## config.mk

```make
export PLATFORM = sky130hd
export DESIGN_NAME = tick_scheduler
export DESIGN_NICKNAME = d
export VERILOG_FILES = /design/src/rtl/tick_scheduler.sv
export SDC_FILE = /design/constraint.sdc
export NUM_CORES = 1
export LEC_CHECK = 0
export BUFFER_PORTS_ARGS = -buffer_cell sky130_fd_sc_hd__buf_2
export CORE_ASPECT_RATIO = 1.5
export CORE_UTILIZATION = 60
export CTS_CLUSTER_DIAMETER = 100
export DETAILED_ROUTE_END_ITERATION = 12
export PLACE_DENSITY_LB_ADDON = 0.12
export SLEW_MARGIN = 20
export SYNTH_ARGS = -nofsm -noshare
export SYNTH_HDL_FRONTEND = slang
export SYNTH_SLANG_ARGS = --single-unit
```

## constraint.sdc

```tcl
create_clock -name clock_in -period 4.1 [get_ports clock_in]
set_input_delay 0 -clock clock_in [delete_from_list [all_inputs] [get_ports clock_in]]
set_output_delay 0 -clock clock_in [all_outputs]
set_load 0.03 [all_outputs]
```

## src/rtl/tick_scheduler.sv

```systemverilog
// Programmable divide-by-N timebase: free-run or burst ticks, a divided square wave and a done pulse.
// Tick, clock_out and done are registered; cfg_ready and busy decode the state register directly.
module tick_scheduler #(
    parameter int unsigned      WIDTH           = 28,
    parameter logic [WIDTH-1:0] DEFAULT_DIVISOR = 28'd5000000,
    parameter int unsigned      COUNT_W         = 8
) (
    input  logic               clock_in,
    input  logic               reset,
    input  logic               cfg_valid,
    input  logic [WIDTH-1:0]   cfg_divisor,
    output logic               cfg_ready,
    input  logic               start,
    input  logic               stop,
    input  logic               mode,
    input  logic [COUNT_W-1:0] burst_len,
    output logic               tick,
    output logic               clock_out,
    output logic               busy,
    output logic               done,
    output logic [COUNT_W-1:0] tick_count
);

    typedef enum logic [1:0] {S_IDLE, S_RUN, S_DONE} state_e;

    state_e             state_q, state_d;
    logic [WIDTH-1:0]   div_q, div_d;
    logic [WIDTH-1:0]   cnt_q, cnt_d;
    logic               tick_q, tick_d;
    logic               clk_q, clk_d;
    logic               done_q, done_d;
    logic [COUNT_W-1:0] count_q, count_d;
    logic [COUNT_W-1:0] count_inc;
    logic               mode_q, mode_d;
    logic [COUNT_W-1:0] burst_q, burst_d;
    logic               start_ok;
    logic               tick_due;

    assign start_ok  = (state_q == S_IDLE) && start && !stop;
    assign tick_due  = (cnt_q == div_q - WIDTH'(1));
    assign count_inc = count_q + COUNT_W'(1);

    always_ff @(posedge clock_in or posedge reset) begin
        if (reset) begin
            state_q <= S_IDLE;
            div_q   <= DEFAULT_DIVISOR;
            cnt_q   <= '0;
            tick_q  <= 1'b0;
            clk_q   <= 1'b0;
            done_q  <= 1'b0;
            count_q <= '0;
            mode_q  <= 1'b0;
            burst_q <= '0;
        end else begin
            state_q <= state_d;
            div_q   <= div_d;
            cnt_q   <= cnt_d;
            tick_q  <= tick_d;
            clk_q   <= clk_d;
            done_q  <= done_d;
            count_q <= count_d;
            mode_q  <= mode_d;
            burst_q <= burst_d;
        end
    end

    // A zero-length burst skips RUN entirely so no tick is ever issued.
    always_comb begin
        state_d = state_q;
        case (state_q)
            S_IDLE: begin
                if (start_ok) begin
                    state_d = (mode && (burst_len == '0)) ? S_DONE : S_RUN;
                end
            end
            S_RUN: begin
                if (stop) begin
                    state_d = S_IDLE;
                end else if (tick_due && mode_q && (count_inc == burst_q)) begin
                    state_d = S_DONE;
                end
            end
            default: state_d = S_IDLE;
        endcase
    end

    always_comb begin
        cfg_ready  = (state_q == S_IDLE);
        busy       = (state_q == S_RUN);
        tick       = tick_q;
        clock_out  = clk_q;
        done       = done_q;
        tick_count = count_q;
    end

    // Divisors of 0 and 1 both mean "tick every cycle".
    always_comb begin
        div_d   = div_q;
        cnt_d   = cnt_q;
        tick_d  = 1'b0;
        clk_d   = 1'b0;
        done_d  = (state_q == S_DONE);
        count_d = count_q;
        mode_d  = mode_q;
        burst_d = burst_q;
        if (cfg_valid && cfg_ready) begin
            div_d = (cfg_divisor > WIDTH'(1)) ? cfg_divisor : WIDTH'(1);
        end
        case (state_q)
            S_IDLE: begin
                if (start_ok) begin
                    cnt_d   = '0;
                    count_d = '0;
                    mode_d  = mode;
                    burst_d = burst_len;
                end
            end
            S_RUN: begin
                if (stop) begin
                    cnt_d = '0;
                end else begin
                    clk_d = (cnt_q < (div_q >> 1));
                    if (tick_due) begin
                        cnt_d   = '0;
                        tick_d  = 1'b1;
                        count_d = count_inc;
                    end else begin
                        cnt_d = cnt_q + WIDTH'(1);
                    end
                end
            end
            default: ;
        endcase
    end

endmodule

```

### Word-level counts from Yosys, hierarchy flattened

Cells that the tools add are included.

* latch bits: 0
* output and inout port bits: 13
* memories kept: 0
* register bits after elaboration: 78
* memory bits (read-only): 0
* bits in writable memories: 0
* word-level logic and storage cells: 55

* divide/modulo/power cells: 0
* reduce and logical (&&, ||, !) cells: 14
* mux-type cells: 19
* equal/unequal tests: 8
* $add $sub $neg: 3
* shifts and indexed selects: 0
* bitwise logic cells: 0
* $mul: 0
* order comparisons: 2

Operator list (count)
* 28-bit two-way mux: 4
* 28-bit one-hot mux with 2 select lines: 1
* 28-bit by 1-bit adder with 28-bit output, second input constant: 1
* 28-bit equality test: 1
* 28-bit by 1-bit greater-than comparator with 1-bit output, second input constant: 1
* 28-bit by 27-bit < comparator with 1-bit output: 1
* 28-bit by 1-bit subtractor with 28-bit output, second input constant: 1
* 8-bit two-way mux: 3
* 8-bit one-hot mux with 2 select lines: 1
* 8-bit by 1-bit adder with 8-bit output, second input constant: 1
* 8-bit equality test: 1
* 8-bit logical NOT: 1
* 2-bit two-way mux: 4
* 1-bit logical AND: 6
* 2-bit AND reduction: 3
* 1-bit two-way mux: 5
* 2-bit by 1-bit inequality test with 1-bit output, second input constant: 2
* 2-bit one-hot mux with 2 select lines: 1
* 4-bit AND reduction: 1
* 3-bit by 2-bit inequality test with 1-bit output, second input constant: 1
* 2-bit by 1-bit equality test with 1-bit output, second input constant: 1
* 2-bit equality test, second input constant: 1
* 2-bit logical NOT: 1
* 2-bit inequality test, second input constant: 1
* other kinds (2): 2

### Longest topological paths before layout

* depth in word-level cells: 7
* mapped depth: 14
* gate-level depth less buffers: 11

### Worst setup path before layout

No wires, ideal clock.

* path type: register to register
* start point: register div_q[2]
* end point: register cnt_q[1]
* period minus slack after synthesis: 3125 ps
* buffers on the path: 3
* setup slack: 975 ps
* cell stages (with the launch flop): 12
* arrival: 3004 ps
* setup time: 121 ps
* required time: 3979 ps
* cells stage by stage: dfrtp_1 -> or3_1 -> buf_6 -> or3_1 -> a211o_1 -> a32oi_1 -> nor4b_4 -> nand4_2 -> or3_1 -> buf_6 -> buf_8 -> a32o_2

* word-level cells in the longest chain between the ends: 5

RTL lines
* from (decl): line 27 `logic [WIDTH-1:0] div_q, div_d;`
* from (signal assigned): line 56 `div_q <= div_d;`
* 28-bit by 1-bit subtractor with 28-bit output: line 40 `assign tick_due = (cnt_q == div_q - WIDTH'(1));`
* 28-bit equality test: line 40
* 28-bit two-way mux: line 123 `if (tick_due) begin`
* 28-bit two-way mux: line 119 `if (stop) begin`
* 28-bit one-hot mux with 2 select lines: line 109 `case (state_q)`
* to (signal assigned): line 57 `cnt_q <= cnt_d;`
* to (decl): line 28 `logic [WIDTH-1:0] cnt_q, cnt_d;`

No other way between the ends.
A chain may end at the register's enable or synchronous reset.

### Worst setup path after layout

* start point: register div_q[7]
* end point: register cnt_q[9]

The elaborated chain is that of the path after synthesis.

==> flow_summary_export.csv <==
group,metric,value,unit
run_status,status,"finished, final reports clean",
cts,cts_tree,"done",
yosys,async_flop_share,100,%
cts,cts.sinks,78,
yosys,synth_top_area_share,31.2,%
yosys,syn_nets,714,
layout,area_growth,17.6,%
cts,cts_root_buffer,"clkbuf_16",
power_and_ir_drop,p_leak,3.05,nW
layout,drive_gt1_share,16.6,%
cts,cts_resized,0,
yosys,mappedNetlistArea,5610,sq um
routing,firstDrtPassIters,5,
timing,setup_viol,0,
floorplan,start_util,62.8,%
power_and_ir_drop,peakVddDrop,409,uV
layout,final_common_cell,"nand2_1",
cts,numCtsBuffers,9,
floorplan,dieWidth,81.0,um
place,dp_slack,0.596,ns
global_route,gr-usage-all-layers,34.5,%
timing,clock_skew,0.00585,ns
routing,drt_iter0_markers,327,
yosys,synth_edf_count,0,
timing,rsz0062_at_grt,"no",
yosys,synth.area.top_cells,"dfrtp_1 31%, ha_1 6.5%, nand2_1 6.2%, xnor2_1 4.8%, o21ai_0 4.2%",
timing,worst_slew_pin_slew,0.843,ns
routing,drc_errors,0,
floorplan,coreArea,8930,sq um
floorplan,ios,55,
place,portBuffers,54,
yosys,synth.distinct_cells,75,
cts,clkSlewWorstSetupHoldPaths,0.06,ns
yosys,synth_cells,643,
cts,clk_path_buf_depth,2,
place,globalplace.congestion,0.937,
flow_run,max_cap_violations,0,
routing,wirelength,15.6,mm
place,placed_area,5920,sq um
yosys,synth-main-ff-cell,"dfrtp_1",
worst_hold_path,hp-class,"input port to flop",
timing,finalHoldViolCount,0,
worst_setup_path,cp_data_arrival_time,3.83,ns
power_and_ir_drop,power,3.72,mW
global_route,antenna_found_initial,0,
worst_setup_path,crit_type,"flop to flop",
place,dp_hpwl,11.2,mm
cts,htreeDepth,3,
layout,instances_no_fill,843,
worst_setup_path,cp_slowest_cell,"or3_1",
global_route,grt_pass1_wl,25.4,mm
timing,slew_headroom,43.3,%
layout,fill_cells,693,
routing,vias,5289,
routing,avgRoutedWirePerCell,18.4,um
timing,max_freq,278,MHz
timing,fin_crit,3.59,ns
floorplan,die_area,9750,sq um
routing,ant_nets,0,
timing,slew_viol_final,0,
yosys,syn_area_per_cell,8.73,sq um
yosys,ys_seq_elements,78,
layout,mostFrequentLayoutCells,"92 x nand2_1, 70 x dfrtp_1, 54 x buf_2",
cts,clock_latency,0.34,ns
place,dp_cells,789,
power_and_ir_drop,p_per_area,564,nW/um^2
timing,setup_tns,0,ns
global_route,grt_overflow_total,0,
timing,period_share,87.7,%
cts,ctsHoldBuffers,38,
routing,routed_via_density,6.27,
yosys,ys_seq_area_share,35.0,%
layout,final_area,6600,sq um
worst_setup_path,cp.required,4.33,ns
layout,layout.nets,799,
layout,antenna_cells,0,
yosys,synth_top_area_cell,"dfrtp_1",
worst_setup_path,crit_chain,"nor4_1 > and4_1 > and4_2 > o22ai_1 > nor4b_4 > nand4_2 > or3_1 > a31o_1 > a21o_1",
timing,setup_slack,0.506,ns
worst_setup_path,crit_path_max_fanout,16,
cts,cts_setup_buffers,0,
floorplan,die_h,120,um
worst_setup_path,critPathLaunchType,"flop",
worst_setup_path,worstSetupEndpointType,"flop",
global_route,grt_max_degree,50,
floorplan,rows,42,
global_route,grt_pass1_vias,5393,
yosys,yosysWarnings,0,
worst_setup_path,max_stage_delay,0.65,ns
[where the power goes]
| part | internal [mW] | total [mW] | switching, mW |
|---|---|---|---|
| sequential | 0.992 | 1.27 | 0.274 |
| combinational | 0.655 | 1.66 | 1.00 |
| clock | 0.470 | 0.797 | 0.326 |
| total | 2.12 | 3.72 | 1.60 |
[registers in the layout, summed over array words and instances (netlist names), 2 cells and up]
register / count
state_q: 2
div_q: 28
burst_q: 8
tick_count: 8
cnt_q: 28
[final cells by class]
class / instances / area [sq um] / share of cell area (%)
Multi-Input combinational cell: 502 / 3350 / 50.8
Sequential cell: 78 / 1960 / 29.7
Timing Repair Buffer: 100 / 711 / 10.8
Clock buffer: 10 / 229 / 3.47
Inverter: 37 / 140 / 2.12
Tap cell: 110 / 138 / 2.09
Clock inverter: 6 / 62.6 / 0.949
[through the flow]
stage               utilization [%]  hold slack, ns
finish                         73.8           0.125
global route                   73.8           0.148
CTS                            73.8           0.116
detailed placement             66.3          0.0442
global placement               66.3          0.0432
floorplan                         -           0.105
[critical path, delay by kind of cell (launching register included)]
family | cells | cell delay, ns
AOI/OAI and AO/OA | 3 | 0.59
and+or+nand+nor | 6 | 2.41
DFF | 1 | 0.48
[path summary, 6_finish.rpt]
kind | from | to | slack, ns | depth (start not counted)
setup / recovery | div_q[7] | cnt_q[9] | 0.51 | 9
hold / removal | stop | state_q[1] | 0.12 | 4
setup reg to reg | div_q[7] | cnt_q[9] | 0.51 | 9
hold reg to reg | burst_q[6] | burst_q[6] | 0.49 | 2
max in group asynchronous | reset | div_q[5] | 2.83 | 4
min in group asynchronous | reset | tick_count[4] | 0.22 | 3
[logic make-up after synthesis]
family / synth area share, %
AOI/OAI and AO/OA: 18.7
adders and majority gates: 6.47
DFF: 35.0
and+or+nand+nor: 25.2
buffers and inverters: 5.29
xor gates and xnor gates: 7.34
muxes: 2.05
[per-layer routing]
layer / global-route usage (%) / part of all wire [%] / vias to the layer above
li1: - / - / 2499
met4: 22.2 / 5.7 / 0
met5: 0 / 0 / -
met2: 59.7 / 51 / 182
met3: 6.79 / 4.6 / 73
met1: 37.4 / 38 / 2535
[Yosys cell counts (all sizes together), types with 3 or more instances]
library cell / number
a211o: 3
nor4b: 4
buf: 13
mux2i: 7
and4: 4
clkbuf: 13
a22o: 3
or2: 6
nand2: 92
nor3: 22
ha: 29
o211ai: 6
dfrtp: 70
nand4: 13
a21o: 25
xor2: 16
xnor2: 31
a31oi: 11
dfstp: 8
and3: 8
o21ba: 3
nor2: 28
a31o: 6
a41oi: 3
nor4: 23
nand3: 25
a21oi: 12
nand2b: 3
nor2b: 3
o21ai: 61
inv: 37
or4: 6
mux2: 4
a211oi: 4
or3: 13
Power figures use the tool's default switching activity.
